### src/rtl/wb_sub_arbiter.sv
// ---------------------------------------------------------------------------
// wb_sub_arbiter
//
// Routes Caravel Wishbone slave-port transactions to one of two subordinate
// Wishbone engines by address decode. Subordinate 0 is the Fibonacci control
// logic. Subordinate 1 is the SHA-1 engine.
//
// Decode rules:
//   - wbs_adr_i[31:28] must equal BASE, otherwise the request is ignored.
//   - wbs_adr_i[SEL_BIT] selects the subordinate.
//
// Every routed transaction is guarded by a TIMEOUT-cycle watchdog. On expiry
// the arbiter returns 32'hDEADBEEF and sets a sticky interrupt flag.
//
// Optional feature (macro WB_ARB_STATS_EN):
//   A local register at {BASE, ..., adr[7:0]==8'hFC} bypasses both
//   subordinates.
//   - Read returns {tmo_cnt[7:0], s1_cnt[11:0], s0_cnt[11:0]}.
//   - Any write clears the counters and the sticky flag.
//   - Without the macro, 0xFC routes like any other address, and the flag is
//     cleared only by reset.
//
// Ports:
//   wb_clk_i, wb_rst_ni           clock, async active-low reset
//   wbs_cyc_i/stb_i/we_i/sel_i    master control
//   wbs_adr_i, wbs_dat_i          master address / write data
//   wbs_ack_o, wbs_dat_o          completion pulse / read data
//   s0_*_o, s1_*_o                subordinate requests (idle side all zero)
//   s0_ack_i/dat_i, s1_ack_i/dat_i  subordinate responses
//   irq_o                         high while the sticky timeout flag is set
// ---------------------------------------------------------------------------
module wb_sub_arbiter #(
    parameter logic [3:0] BASE    = 4'h3,
    parameter int         SEL_BIT = 8,
    parameter int         TIMEOUT = 16
) (
    input  logic        wb_clk_i,
    input  logic        wb_rst_ni,
    input  logic        wbs_cyc_i,
    input  logic        wbs_stb_i,
    input  logic        wbs_we_i,
    input  logic [3:0]  wbs_sel_i,
    input  logic [31:0] wbs_adr_i,
    input  logic [31:0] wbs_dat_i,
    output logic        wbs_ack_o,
    output logic [31:0] wbs_dat_o,
    output logic        s0_cyc_o,
    output logic        s0_stb_o,
    output logic        s0_we_o,
    output logic [3:0]  s0_sel_o,
    output logic [31:0] s0_adr_o,
    output logic [31:0] s0_dat_o,
    input  logic        s0_ack_i,
    input  logic [31:0] s0_dat_i,
    output logic        s1_cyc_o,
    output logic        s1_stb_o,
    output logic        s1_we_o,
    output logic [3:0]  s1_sel_o,
    output logic [31:0] s1_adr_o,
    output logic [31:0] s1_dat_o,
    input  logic        s1_ack_i,
    input  logic [31:0] s1_dat_i,
    output logic        irq_o
);

    localparam logic [7:0]  TMO_LAST = 8'(TIMEOUT - 1);
    localparam logic [31:0] ERR_WORD = 32'hDEADBEEF;

    typedef enum logic [1:0] {
        IDLE  = 2'd0,
        BUSY  = 2'd1,
`ifdef WB_ARB_STATS_EN
        DONE  = 2'd2,
        LOCAL = 2'd3
`else
        DONE  = 2'd2
`endif
    } state_t;

    state_t      state, state_nxt;

    logic [31:0] req_adr;
    logic [31:0] req_dat;
    logic [3:0]  req_sel;
    logic        req_we;
    logic        tgt;        // latched subordinate select
    logic        stb_q;      // subordinate strobe, high only while BUSY
    logic [7:0]  tcnt;       // watchdog counter
    logic [31:0] dat_q;
    logic        ack_q;
    logic        flag_q;

`ifdef WB_ARB_STATS_EN
    logic [11:0] s0_cnt;
    logic [11:0] s1_cnt;
    logic [7:0]  tmo_cnt;
`endif

    logic hit;
    logic tgt_ack;
    logic sub_ack;
    logic tmo;

    assign hit     = wbs_cyc_i & wbs_stb_i & (wbs_adr_i[31:28] == BASE);
    // Only the latched target's ack counts; the other subordinate is ignored.
    assign tgt_ack = tgt ? s1_ack_i : s0_ack_i;

    // State register
    always_ff @(posedge wb_clk_i or negedge wb_rst_ni) begin
        if (!wb_rst_ni) begin
            state <= IDLE;
        end else begin
            state <= state_nxt;
        end
    end

    // Next-state logic
    always_comb begin
        state_nxt = state;
        sub_ack   = 1'b0;
        tmo       = 1'b0;
        case (state)
            IDLE: begin
                if (hit) begin
`ifdef WB_ARB_STATS_EN
                    if (wbs_adr_i[7:0] == 8'hFC) begin
                        state_nxt = LOCAL;
                    end else begin
                        state_nxt = BUSY;
                    end
`else
                    state_nxt = BUSY;
`endif
                end
            end
            BUSY: begin
                // Master abort wins over a simultaneous ack: no completion.
                if (!wbs_cyc_i) begin
                    state_nxt = IDLE;
                end else if (tgt_ack) begin
                    state_nxt = DONE;
                    sub_ack   = 1'b1;
                end else if (tcnt == TMO_LAST) begin
                    state_nxt = DONE;
                    tmo       = 1'b1;
                end
            end
            DONE: begin
                state_nxt = IDLE;
            end
`ifdef WB_ARB_STATS_EN
            LOCAL: begin
                state_nxt = DONE;
            end
`endif
            default: begin
                state_nxt = IDLE;
            end
        endcase
    end

    // Request latch, watchdog, response capture, sticky flag and statistics
    always_ff @(posedge wb_clk_i or negedge wb_rst_ni) begin
        if (!wb_rst_ni) begin
            req_adr <= '0;
            req_dat <= '0;
            req_sel <= '0;
            req_we  <= 1'b0;
            tgt     <= 1'b0;
            stb_q   <= 1'b0;
            tcnt    <= '0;
            dat_q   <= '0;
            ack_q   <= 1'b0;
            flag_q  <= 1'b0;
`ifdef WB_ARB_STATS_EN
            s0_cnt  <= '0;
            s1_cnt  <= '0;
            tmo_cnt <= '0;
`endif
        end else begin
            ack_q <= (state_nxt == DONE);

            if (state == IDLE && state_nxt != IDLE) begin
                req_adr <= wbs_adr_i;
                req_dat <= wbs_dat_i;
                req_sel <= wbs_sel_i;
                req_we  <= wbs_we_i;
                tgt     <= wbs_adr_i[SEL_BIT];
                stb_q   <= (state_nxt == BUSY);
                tcnt    <= '0;
            end else if (state == BUSY) begin
                // Strobes drop on ack, timeout or abort; a later ack is
                // therefore never seen because BUSY has been left.
                if (state_nxt != BUSY) begin
                    stb_q <= 1'b0;
                end else begin
                    tcnt <= tcnt + 8'd1;
                end
            end

            if (sub_ack) begin
                dat_q <= tgt ? s1_dat_i : s0_dat_i;
            end
            if (tmo) begin
                dat_q  <= ERR_WORD;
                flag_q <= 1'b1;
            end

`ifdef WB_ARB_STATS_EN
            if (state == LOCAL) begin
                if (req_we) begin
                    s0_cnt  <= '0;
                    s1_cnt  <= '0;
                    tmo_cnt <= '0;
                    flag_q  <= 1'b0;
                    dat_q   <= '0;
                end else begin
                    dat_q <= {tmo_cnt, s1_cnt, s0_cnt};
                end
            end
            // Counters saturate rather than wrap.
            if (sub_ack && !tgt && s0_cnt != 12'hFFF) begin
                s0_cnt <= s0_cnt + 12'd1;
            end
            if (sub_ack && tgt && s1_cnt != 12'hFFF) begin
                s1_cnt <= s1_cnt + 12'd1;
            end
            if (tmo && tmo_cnt != 8'hFF) begin
                tmo_cnt <= tmo_cnt + 8'd1;
            end
`endif
        end
    end

    // Subordinate request buses: registered values gated so that the
    // non-target side and every side outside BUSY present all zeros.
    logic act0, act1;
    assign act0 = stb_q & ~tgt;
    assign act1 = stb_q &  tgt;

    assign s0_cyc_o  = act0;
    assign s0_stb_o  = act0;
    assign s0_we_o   = act0 & req_we;
    assign s0_sel_o  = act0 ? req_sel : 4'h0;
    assign s0_adr_o  = act0 ? req_adr : 32'h0;
    assign s0_dat_o  = act0 ? req_dat : 32'h0;

    assign s1_cyc_o  = act1;
    assign s1_stb_o  = act1;
    assign s1_we_o   = act1 & req_we;
    assign s1_sel_o  = act1 ? req_sel : 4'h0;
    assign s1_adr_o  = act1 ? req_adr : 32'h0;
    assign s1_dat_o  = act1 ? req_dat : 32'h0;

    assign wbs_ack_o = ack_q;
    assign wbs_dat_o = dat_q;
    assign irq_o     = flag_q;

endmodule

### config.mk
export PLATFORM = sky130hd
export DESIGN_NAME = wb_sub_arbiter
export DESIGN_NICKNAME = d
export VERILOG_FILES = /design/src/rtl/wb_sub_arbiter.sv
export SDC_FILE = /design/constraint.sdc
export NUM_CORES = 1
export LEC_CHECK = 0
export CORE_MARGIN = 5
export CORE_UTILIZATION = 39
export DETAILED_ROUTE_END_ITERATION = 10
export PLACE_DENSITY_LB_ADDON = 0.25
export RECOVER_POWER = 100
export SYNTH_ARGS = -nofsm -noshare
export SYNTH_HDL_FRONTEND = slang
export SYNTH_SLANG_ARGS = --single-unit
### constraint.sdc
create_clock -name wb_clk_i -period 2.35 [get_ports wb_clk_i]
set_input_delay 0.705 -clock wb_clk_i [delete_from_list [all_inputs] [get_ports wb_clk_i]]
set_output_delay 0.705 -clock wb_clk_i [all_outputs]
set_load 0.01 [all_outputs]
# After elaboration in Yosys (flattened, before gate mapping)
# Cells that the tools add are included.
dict set report classes {
  add_sub_neg 1
  reduce_logical 8
  n_mux 28
  eq_ne 7
  bitwise_logic 7
}
# cell n
set ops {}
lappend ops {{32-bit two-way mux} 7}
lappend ops {{8-bit two-way mux} 3}
lappend ops {{1-bit two-way mux} 11}
lappend ops {{8-bit by 1-bit adder with 8-bit output, second input constant} 1}
lappend ops {{8-bit by 4-bit == test with 1-bit output, second input constant} 1}
lappend ops {{2-bit two-way mux} 4}
lappend ops {{4-bit two-way mux} 2}
lappend ops {{2-bit nonzero test} 4}
lappend ops {{1-bit bitwise AND} 6}
lappend ops {{2-bit by 1-bit == test with 1-bit output, second input constant} 2}
lappend ops {{4-bit by 2-bit == test with 1-bit output, second input constant} 1}
lappend ops {{2-bit one-hot mux with 2 select lines} 1}
lappend ops {{2-bit AND reduction} 2}
lappend ops {{2-bit == test, second input constant} 1}
lappend ops {{2-bit logical NOT} 1}
lappend ops {{2-bit by 1-bit inequality test with 1-bit output, second input constant} 1}
lappend ops {{2-bit inequality test, second input constant} 1}
lappend ops {{1-bit logical AND} 1}
lappend ops {{1-bit inverter} 1}
dict set report totals {
  word_cells 62
  ff_bits 115
  input_bits 139
}

# Depth between registers and ports, before layout
# Gate-level depths: netlist of the first run.
dict set report logic_depth {
  depth_word 9
  ltp_mapped 7
  mapped_depth_nobuf 5
}

# Worst setup path after synthesis of the first run
# No wires, ideal clock.
dict set report synth_timing {
  path_type {register to output}
  from {register, netlist name req_adr[8]}
  to {output s0_dat_o[12]}
  setup_slack_ns 0.303
  path_stages_with_launch 6
  arrival_time_ns 1.342
  path_cell_list {dfrtp_1 > buf_6 > nor2b_1 > clkbuf_1 > clkbuf_1 > and2_1}
}
# element line_no
set synth_rtl {}
lappend synth_rtl {{to (decl)} 52} ;# output logic [31:0] s0_dat_o,

==> results of run 1 <==
==> worst register-to-register path, stage by stage (launching register included) <==
cell	delay (ns)
dfrtp_4	0.52
buf_12	0.18
mux2_4	0.34
or2_0	0.30
clkbuf_1	0.16
o311ai_0	0.33
o31ai_1	0.15
==> final cells by class <==
| type | instances | area (sq um) |
|---|---|---|
| Clock inverter | 10 | 130 |
| Antenna cell | 1 | 2.50 |
| Sequential cell | 114 | 2860 |
| Multi-Input combinational cell | 343 | 2680 |
| Timing Repair Buffer | 353 | 3350 |
| Inverter | 3 | 11.3 |
| Clock buffer | 22 | 484 |
| Tap cell | 184 | 230 |
| Fill cell | 1111 | 4680 |
==> cells by family (layout without fill, tap and decap cells) <==
kind of cell               Yosys count  count (layout)  share of synthesized area (%)
AOI/OAI and AO/OA                   48              48                           6.37
xor gates and xnor gates             2               2                          0.308
adders and majority gates            1               1                          0.220
buffers and inverters               51             388                           4.03
DFF                                114             114                           50.2
muxes                               98              98                           18.8
other                                1               2                         0.0660
and+or+nand+nor                    193             193                           20.0
==> cells in the mapped netlist, types with 3 or more instances <==
cell       count
mux2_2        65
inv_1          3
dfrtp_1      114
buf_2         12
o211ai_1      25
nand2b_1       4
nor2_1         5
and3_1        68
mux2i_1       32
and2_1        71
buf_4          4
o21ai_0        3
a21oi_1        3
clkbuf_1      27
o2bb2ai_1      8
nand2_1       27
buf_1          4
nand3_1        3
nor2b_1        3
==> path summary, 6_finish.rpt <==
| kind | from | end | slack, ns | depth (start not counted) |
|---|---|---|---|---|
| max | req_adr[8] | s0_dat_o[28] | -0.08 | 6 |
| min | wb_rst_ni | req_dat[0] | 0.41 | 1 |
| max reg2reg | req_adr[8] | tcnt[2] | 0.23 | 6 |
| min reg2reg | irq_o | irq_o | 0.46 | 1 |
| max in group asynchronous | wb_rst_ni | state[0] | 0.46 | 2 |
| min in group wb_clk_i | irq_o | irq_o | 0.46 | 1 |
==> power groups by stage <==
stage          clock network (mW)  registers, mW  logic [mW]
2_1_floorplan                   0           2.47       0.856
3_3_place_gp                    0           2.52        1.87
4_1_cts                      2.66           2.51        1.90
5_1_grt                      2.78           2.55        2.20
3_5_place_dp                    0           2.53        1.93
6_report                     2.62           2.51        2.04
==> routing by layer <==
layer	GRT usage [%]	vias to the layer above	wire length (microns)
met5	0	-	0
met4	9.56	0	703
li1	-	2444	-
met1	23.6	2442	7060
met2	37.9	260	9710
met3	5.65	52	1600
==> flip-flops by register name, indices dropped and copies added, names as in the netlist <==
signal and cells:
req_adr 32, req_dat 32, wbs_dat_o 32, tcnt 8, req_sel 4, state 2
irq_o 1, req_we 1, stb_q 1, wbs_ack_o 1
==> per-stage QoR <==
stage / TNS [ns] / instances
global route: -5.94 / 1030
floorplan: 0 / 508
finish: -0.989 / 1030
global placement: -15.72 / 985
CTS: -1.22 / 1024
detailed placement: -16.04 / 985
==> timing repair <==
item	CTS	global route
endpoints found under the setup margin	141	60
gates resized for setup	362	50
pin swaps	0	4
cloned	2	4
buffers inserted	6	3
==> run_results.csv, run 1 <==
group,metric,value,unit
outcome,status,"finished with violations",
outcome,violations,"setup timing",
clocking,cts_root_buf,"clkbuf_16",
final_layout,final_cell_mix,"clkdlybuf4s50_1, dfrtp_1, dlygate4sd2_1, and3_1, mux2_2",
routing,drt_iter0_markers,234,
clocking,cts.sinks,114,
setup_path,worstSetupPathType,"reg -> out",
logic_synthesis,synth_area_leader_cell,"dfrtp_1",
logic_synthesis,synth_enable_flop_cells,0,
floorplanning,fp.dieH,131,microns
placement,io_buffers,313,
logic_synthesis,ys_seq_elements,114,
setup_path,cp-start-kind,"flop",
setup_path,critical_path.cell_chain,"nor2b_4 -> buf_6 -> buf_12 -> clkbuf_16 -> and2_4 -> buf_6",
sta,setup_viol,29,
power,switching_power,1.94,mW
clocking,h-tree-depth,4,
floorplanning,num_io_pins,315,
placement,dp_slack,-0.257,ns
global_routing,grt_max_degree,57,
clocking,cts_tree,"done",
final_layout,fin_nets,972,
logic_synthesis,synth.yosys.seq_area_share,50.2,%
global_routing,grt_pass1_wl,27.8,mm
power,p_clk_share,36.5,%
final_layout,layout_commonest_cell,"clkdlybuf4s50_1",
routing,viasPerCell,5.05,
setup_path,crit_slowest_cell,"dfrtp_4",
placement,dpl_cell_area,0.00915,sq mm
sta,period_share,103,%
power,peakVddDrop,0.460,mV
sta,relSlewSlack,31.4,%
setup_path,end_kind,"output port",
global_routing,grt_overflow,0,
placement,place_congestion,0.871,
power,power.total,7.17,mW
min_path,hold_path.class,"in -> async",
power,powerDensity,736,mW/mm^2
logic_synthesis,syn_area,0.00568,sq mm
clocking,clock_latency,0.41,ns
setup_path,slowest_delay,0.52,ns
clocking,ctsLongestPathBuffers,2,
sta,holdWs,0.408,ns
final_layout,layout-drive-gt1-share,27.2,%
logic_synthesis,async_flop_share,100,%
final_layout,design_area,0.00974,sq mm
floorplanning,core,0.0144,sq mm
logic_synthesis,synth_area_leaders,"dfrtp_1, mux2_2, and2_1, and3_1, mux2i_1",
logic_synthesis,synthCells,508,
logic_synthesis,synthFlopType,"dfrtp_1",
global_routing,grt_usage,21.2,%
global_routing,antenna_found_initial,1,
sta,rsz0062_at_grt,"true",
final_layout,area_delta_synth_final,71.5,%
routing,wirelength,19.1,mm
setup_path,path_common_cell,"buf_6",
routing,drc,0,
logic_synthesis,synthesis.nets,648,
routing,vias,5198,
sta,fin_crit,2.43,ns
setup_path,critPathArrivalTime,1.72,ns
run,maxCapViolations,0,
sta,hold_viol,0,
sta,fin_skew,0.00655,ns
clocking,cts_hold_buffers,0,
floorplanning,die_w,131,microns
floorplanning,start_util,39.4,%
logic_synthesis,ys_types,39,
final_layout,post-route-util,67.5,%
sta,fin_ws,-0.0777,ns
setup_path,cp.required,1.64,ns
floorplanning,die_area,0.0171,sq mm
setup_path,cp_top_family,"flip-flops",
power,comb_power_share,28.4,%
logic_synthesis,ys_warn_count,0,
sta,slew_violations,0,
power,intPower,5.23,mW
logic_synthesis,syn_avg_cell_area,11.2,sq um
floorplanning,num_rows,44,
routing,postRouteAntennaNets,0,
routing,wire_per_inst,18.5,microns
clocking,path_clk_slew,0.05,ns
sta,tightest_slew,1.03,ns
power,leakagePower,5.05,nW
power,sw_frac_of_total,27.1,%
global_routing,grt_pass1_vias,5440,
placement,post-dp-hpwl,14.3,mm
clocking,cts_buffers,17,
power,seqPwrFrac,35.0,%
logic_synthesis,yosysTopAreaCellShare,50.2,%
setup_path,cp_max_fo,6,
setup_path,path_buf_inv,4,
sta,fmax,0.412,GHz
routing,drtPass1Iterations,4,
No activity file was read; power rests on OpenSTA's default activity.
==> inputs of run 2 (changes only) <==
Settings changed: CAP_MARGIN set to 10.
Clock period 2.35 ns to 2.4 ns, I/O delays scaled along.
==> run 2 against run 1 <==
The flow still finishes with violations (setup timing). Sequential power down 2%. Register-to-register slack worse by 0.07 ns. Combinational power up 8%. Cell count up 0.49%. Clock power about the same. Utilization up 1.9 points.
==> run_results.csv, run 2 (synthesis gave the netlist of run 1 again) <==
group,metric,value,unit
final_layout,stdcell_count,1035,
setup_path,end_kind,"output port",
setup_path,worstSetupPathType,"reg -> out",
final_layout,multi_input_comb_area,0.00269,sq mm
sta,relSlewSlack,25.0,%
sta,fin_ws,-0.124,ns
floorplanning,die_w,131,microns
global_routing,grt_pass1_wl,28.1,mm
setup_path,cp.required,1.68,ns
final_layout,post-route-util,69.5,%
routing,routed-wl-met3,1.90,mm
final_layout,seqCellArea,0.00286,sq mm
placement,dp_cells,980,
final_layout,fillers,1048,
floorplanning,die_area,0.0171,sq mm
sta,slew_violations,0,
placement,place_congestion,0.829,
setup_path,cp_max_fo,5,
global_routing,antenna_found_initial,1,
clocking,path_clk_slew,0.05,ns
final_layout,final_cell_mix,"clkdlybuf4s50_1, dfrtp_1, and3_1, mux2_2, buf_6",
setup_path,cp-start-kind,"flop",
power,peakVddDrop,0.468,mV
sta,fin_skew,0.0148,ns
setup_path,critical_path.cell_chain,"nor2b_4 -> buf_12 -> buf_4 -> clkbuf_16 -> buf_6 -> and2_4 -> buf_6",
floorplanning,core,0.0144,sq mm
sta,fmax,0.396,GHz
final_layout,fin_nets,977,
final_layout,area_delta_synth_final,76.4,%
floorplanning,fp.dieH,131,microns
setup_path,crit_slowest_cell,"dfrtp_4",
outcome,violations,"setup timing",
final_layout,layout-drive-gt1-share,32.2,%
sta,fin_crit,2.52,ns
sta,setup_viol,42,
routing,top_layer,"met4",
placement,io_buffers,313,
routing,drt_iter0_markers,248,
min_path,hold_path.class,"reg -> reg",
sta,tightest_slew,1.12,ns
power,powerDensity,729,mW/mm^2
routing,viasPerCell,5.20,
global_routing,grt_pass1_vias,5398,
setup_path,path_common_cell,"buf_6",
routing,wire_per_inst,19.5,microns
global_routing,grt_usage,21.4,%
clocking,cts_root_buf,"clkbuf_16",
global_routing,grt_overflow,0,
run,maxCapViolations,0,
clocking,clock_latency,0.41,ns
floorplanning,num_io_pins,315,
global_routing,grt_max_degree,57,
routing,wl_met2,10.3,mm
routing,wirelength,20.2,mm
final_layout,layout_commonest_cell,"clkdlybuf4s50_1",
clocking,cts.sinks,114,
power,power.total,7.31,mW
floorplanning,start_util,39.4,%
sta,hold_viol,0,
clocking,ctsLongestPathBuffers,2,
routing,wirelength_met1,7.51,mm
setup_path,path_buf_inv,5,
setup_path,cp_top_family,"buffers and inverters",
routing,drc,0,
clocking,h-tree-depth,4,
floorplanning,num_rows,44,
placement,post-dp-hpwl,13.9,mm
setup_path,slowest_delay,0.51,ns
power,leakagePower,5.15,nW
routing,postRouteAntennaNets,0,
clocking,cts_buffers,17,
sta,period_share,105,%
outcome,status,"finished with violations",
setup_path,critPathArrivalTime,1.80,ns
routing,drtPass1Iterations,4,
sta,rsz0062_at_grt,"true",
routing,vias,5381,
clocking,cts_tree,"done",
run 2: final cells by class:
| cell class | instances | area share (%) |
|---|---|---|
| clock buffers | 22 | 4.63 |
| flip-flops and latches | 114 | 28.5 |
| multi-input cells | 343 | 26.9 |
| well taps | 184 | 2.30 |
| clock inverters | 10 | 1.56 |
| inverters | 3 | 0.112 |
| repair buffers | 358 | 36.0 |
| diodes | 1 | 0.0250 |
run 2: path summary, 6_finish.rpt:
check / start / slack, ns / cells past startpoint / to
worst max-delay path: req_adr[8] / -0.12 / 7 / s0_adr_o[25]
worst min-delay path: irq_o / 0.48 / 1 / irq_o
worst max register to register: req_adr[8] / 0.16 / 7 / tcnt[2]
worst min register to register: irq_o / 0.48 / 1 / irq_o
max in group asynchronous: wb_rst_ni / 0.51 / 2 / req_adr[9]
min in group asynchronous: wb_rst_ni / 0.51 / 1 / req_adr[2]
run 2: power breakdown:
part           internal (mW)  total, mW  switching (mW)  leakage [nW]
Combinational           1.31       2.20           0.890          3.35
Sequential              2.23       2.47           0.241          1.49
Clock                   1.78       2.64           0.856         0.304
Total                   5.32       7.31            1.99          5.15
run 2: timing repair:
item,in CTS,in global routing
endpoints found under the setup margin,141,124
gates cloned,1,8
setup buffers,2,11
hold buffers,0,0
gates resized for setup,244,244
pin swaps,0,3
run 2: metal layers:
metal / GRT usage (%) / vias up
li1: - / 2451
met1: 24.3 / 2616
met2: 36.5 / 278
met3: 7.56 / 36
met4: 9.01 / 0
met5: 0 / -
run 2: metrics by stage:
stage	area, sq um	setup slack, ns	hold WS [ns]	setup TNS (ns)
after floorplan	5680	0.338	0.424	0
after global placement	9090	-0.210	0.453	-12.26
after detailed placement	9090	-0.202	0.459	-10.98
after CTS	9760	-0.327	0.199	-14.22
after global routing	10000	-0.182	0.511	-5.45
final	10000	-0.124	0.480	-1.98
==> inputs of run 3 (changes only) <==
Settings changed: TNS_END_PERCENT set to 10.
==> run 3 against run 2 <==
The flow still finishes with violations (setup timing). Global-route usage fell by 0.57 points. Worst hold slack got worse by 0.0070 ns. Fmax fell by 4.0%. Final area fell by 4.3%. Flip-flop and latch count did not move. Count of clock-buffer cells in the layout did not move. Utilization fell by 3.0 points. Worst setup slack got worse by 0.11 ns. Critical endpoint is now s1_adr_o[19]. Largest cell class unchanged. Largest power group unchanged. Highest routed layer unchanged.
==> run_results.csv, run 3 (synthesis gave the netlist of run 1 again) <==
group,metric,value,unit
final_layout,fin_nets,959,
floorplanning,start_util,39.4,%
final_layout,final_cell_mix,"clkdlybuf4s50_1, dfrtp_1, and2_1, and3_1, mux2_2",
setup_path,cp_top_family,"buffers and inverters",
routing,drt_iter0_markers,236,
sta,fmax,0.380,GHz
clocking,cts_buffers,17,
placement,place_congestion,0.829,
clocking,cts_root_buf,"clkbuf_16",
run,maxCapViolations,0,
power,peakVddDrop,0.467,mV
floorplanning,core,0.0144,sq mm
clocking,cts.sinks,114,
floorplanning,fp.dieH,131,microns
final_layout,stdcell_count,1017,
clocking,path_clk_slew,0.05,ns
setup_path,cp_max_fo,35,
min_path,min_path_cells,1,
clocking,cts_tree,"done",
sta,fin_ws,-0.230,ns
routing,drtPass1Iterations,4,
power,powerDensity,713,mW/mm^2
global_routing,antenna_found_initial,1,
routing,postRouteAntennaNets,0,
outcome,violations,"setup timing",
setup_path,worstSetupPathType,"reg -> out",
setup_path,end_kind,"output port",
setup_path,reg2reg_to,"tcnt[2]",
floorplanning,die_w,131,microns
setup_path,endpoint,"s1_adr_o[19]",
sta,setup_viol,116,
setup_path,crit_slowest_cell,"clkdlybuf4s50_1",
setup_path,cp.required,1.68,ns
setup_path,slowest_delay,0.54,ns
floorplanning,num_io_pins,315,
final_layout,post-route-util,66.5,%
setup_path,r2r_setup_slack,0.30,ns
min_path,hold_start,"irq_o",
sta,fin_crit,2.63,ns
power,leakagePower,4.64,nW
clocking,clock_latency,0.41,ns
final_layout,layout_commonest_cell,"clkdlybuf4s50_1",
floorplanning,die_area,0.0171,sq mm
final_layout,layout-drive-gt1-share,21.8,%
placement,dpl_cell_area,0.00909,sq mm
sta,fin_tns_setup,-16.81,ns
placement,post-dp-hpwl,13.9,mm
floorplanning,num_rows,44,
routing,drc,0,
setup_path,critical_path_depth,3,
setup_path,critPathArrivalTime,1.91,ns
sta,slew_violations,0,
global_routing,grt_overflow,0,
global_routing,grt_usage,20.8,%
outcome,status,"finished with violations",
clocking,h-tree-depth,4,
routing,viasPerCell,5.10,
sta,hold_viol,0,
setup_path,path_buf_inv,2,
setup_path,crit_start,"req_adr[8]",
setup_path,rr_startpoint,"req_adr[8]",
placement,io_buffers,313,
global_routing,grt_pass1_vias,5273,
routing,vias,5190,
sta,tightest_slew,1.12,ns
sta,fin_skew,0.0172,ns
placement,dp_cells,980,
global_routing,grt_max_degree,57,
setup_path,critical_path.cell_chain,"buf_6 -> and3_1 -> clkdlybuf4s50_1",
sta,relSlewSlack,25.4,%
setup_path,cp-start-kind,"flop",
sta,rsz0062_at_grt,"true",
min_path,hold_path.class,"reg -> reg",
final_layout,area_delta_synth_final,68.9,%
clocking,ctsLongestPathBuffers,2,
routing,wirelength,18.3,mm
setup_path,r2r_cells,6,
routing,wire_per_inst,18.0,microns
final_layout,design_area,0.00960,sq mm
sta,period_share,110,%
clocking,cts_hold_buffers,0,
global_routing,grt_pass1_wl,27.4,mm
run 3: where the power goes:
group,leakage [nW],internal [mW],total [mW],switching [mW]
registers,1.49,2.23,2.45,0.220
clock network,0.304,1.78,2.63,0.844
logic,2.84,1.01,1.77,0.761
total,4.64,5.02,6.84,1.83
run 3: per-layer routing:
layer	routed length [microns]	GRT usage (%)	up-vias
met5	0	0	-
met4	541	8.89	0
met3	1760	7.56	35
met2	9090	35.1	261
met1	6950	23.9	2487
li1	-	-	2407
run 3: final cells by class:
cell class	count	area [sq um]
multi-input combinational	343	2610
fill	1104	4830
inverter	3	11.3
tap	184	230
sequential	114	2860
clock inverter	10	156
timing repair buffer	340	3260
antenna	1	2.50
clock buffer	22	464
run 3: metrics by stage:
stage	hold WS [ns]	power (mW)	setup slack [ns]
detailed placement	0.459	4.35	-0.202
global placement	0.453	4.28	-0.210
CTS	0.199	6.97	-0.323
global route	0.506	7.20	-0.296
finish	0.473	6.84	-0.230
floorplan	0.424	3.25	0.338
run 3: worst min-delay path by stage:
stage,slack [ns],endpoint
2_1_floorplan,0.42,irq_o
3_3_place_gp,0.45,irq_o
3_5_place_dp,0.46,irq_o
4_1_cts,0.20,req_dat[26]
5_1_grt,0.51,irq_o
6_report,0.47,irq_o
run 3: timing repair:
| action | 4_1_cts | 5_1_grt |
|---|---|---|
| buffers inserted | 0 | 3 |
| setup endpoints to repair | 141 | 126 |
| gates cloned | 0 | 1 |
| resized for setup | 159 | 49 |
| hold endpoints to repair | 0 | 0 |
| pin swaps | 0 | 1 |
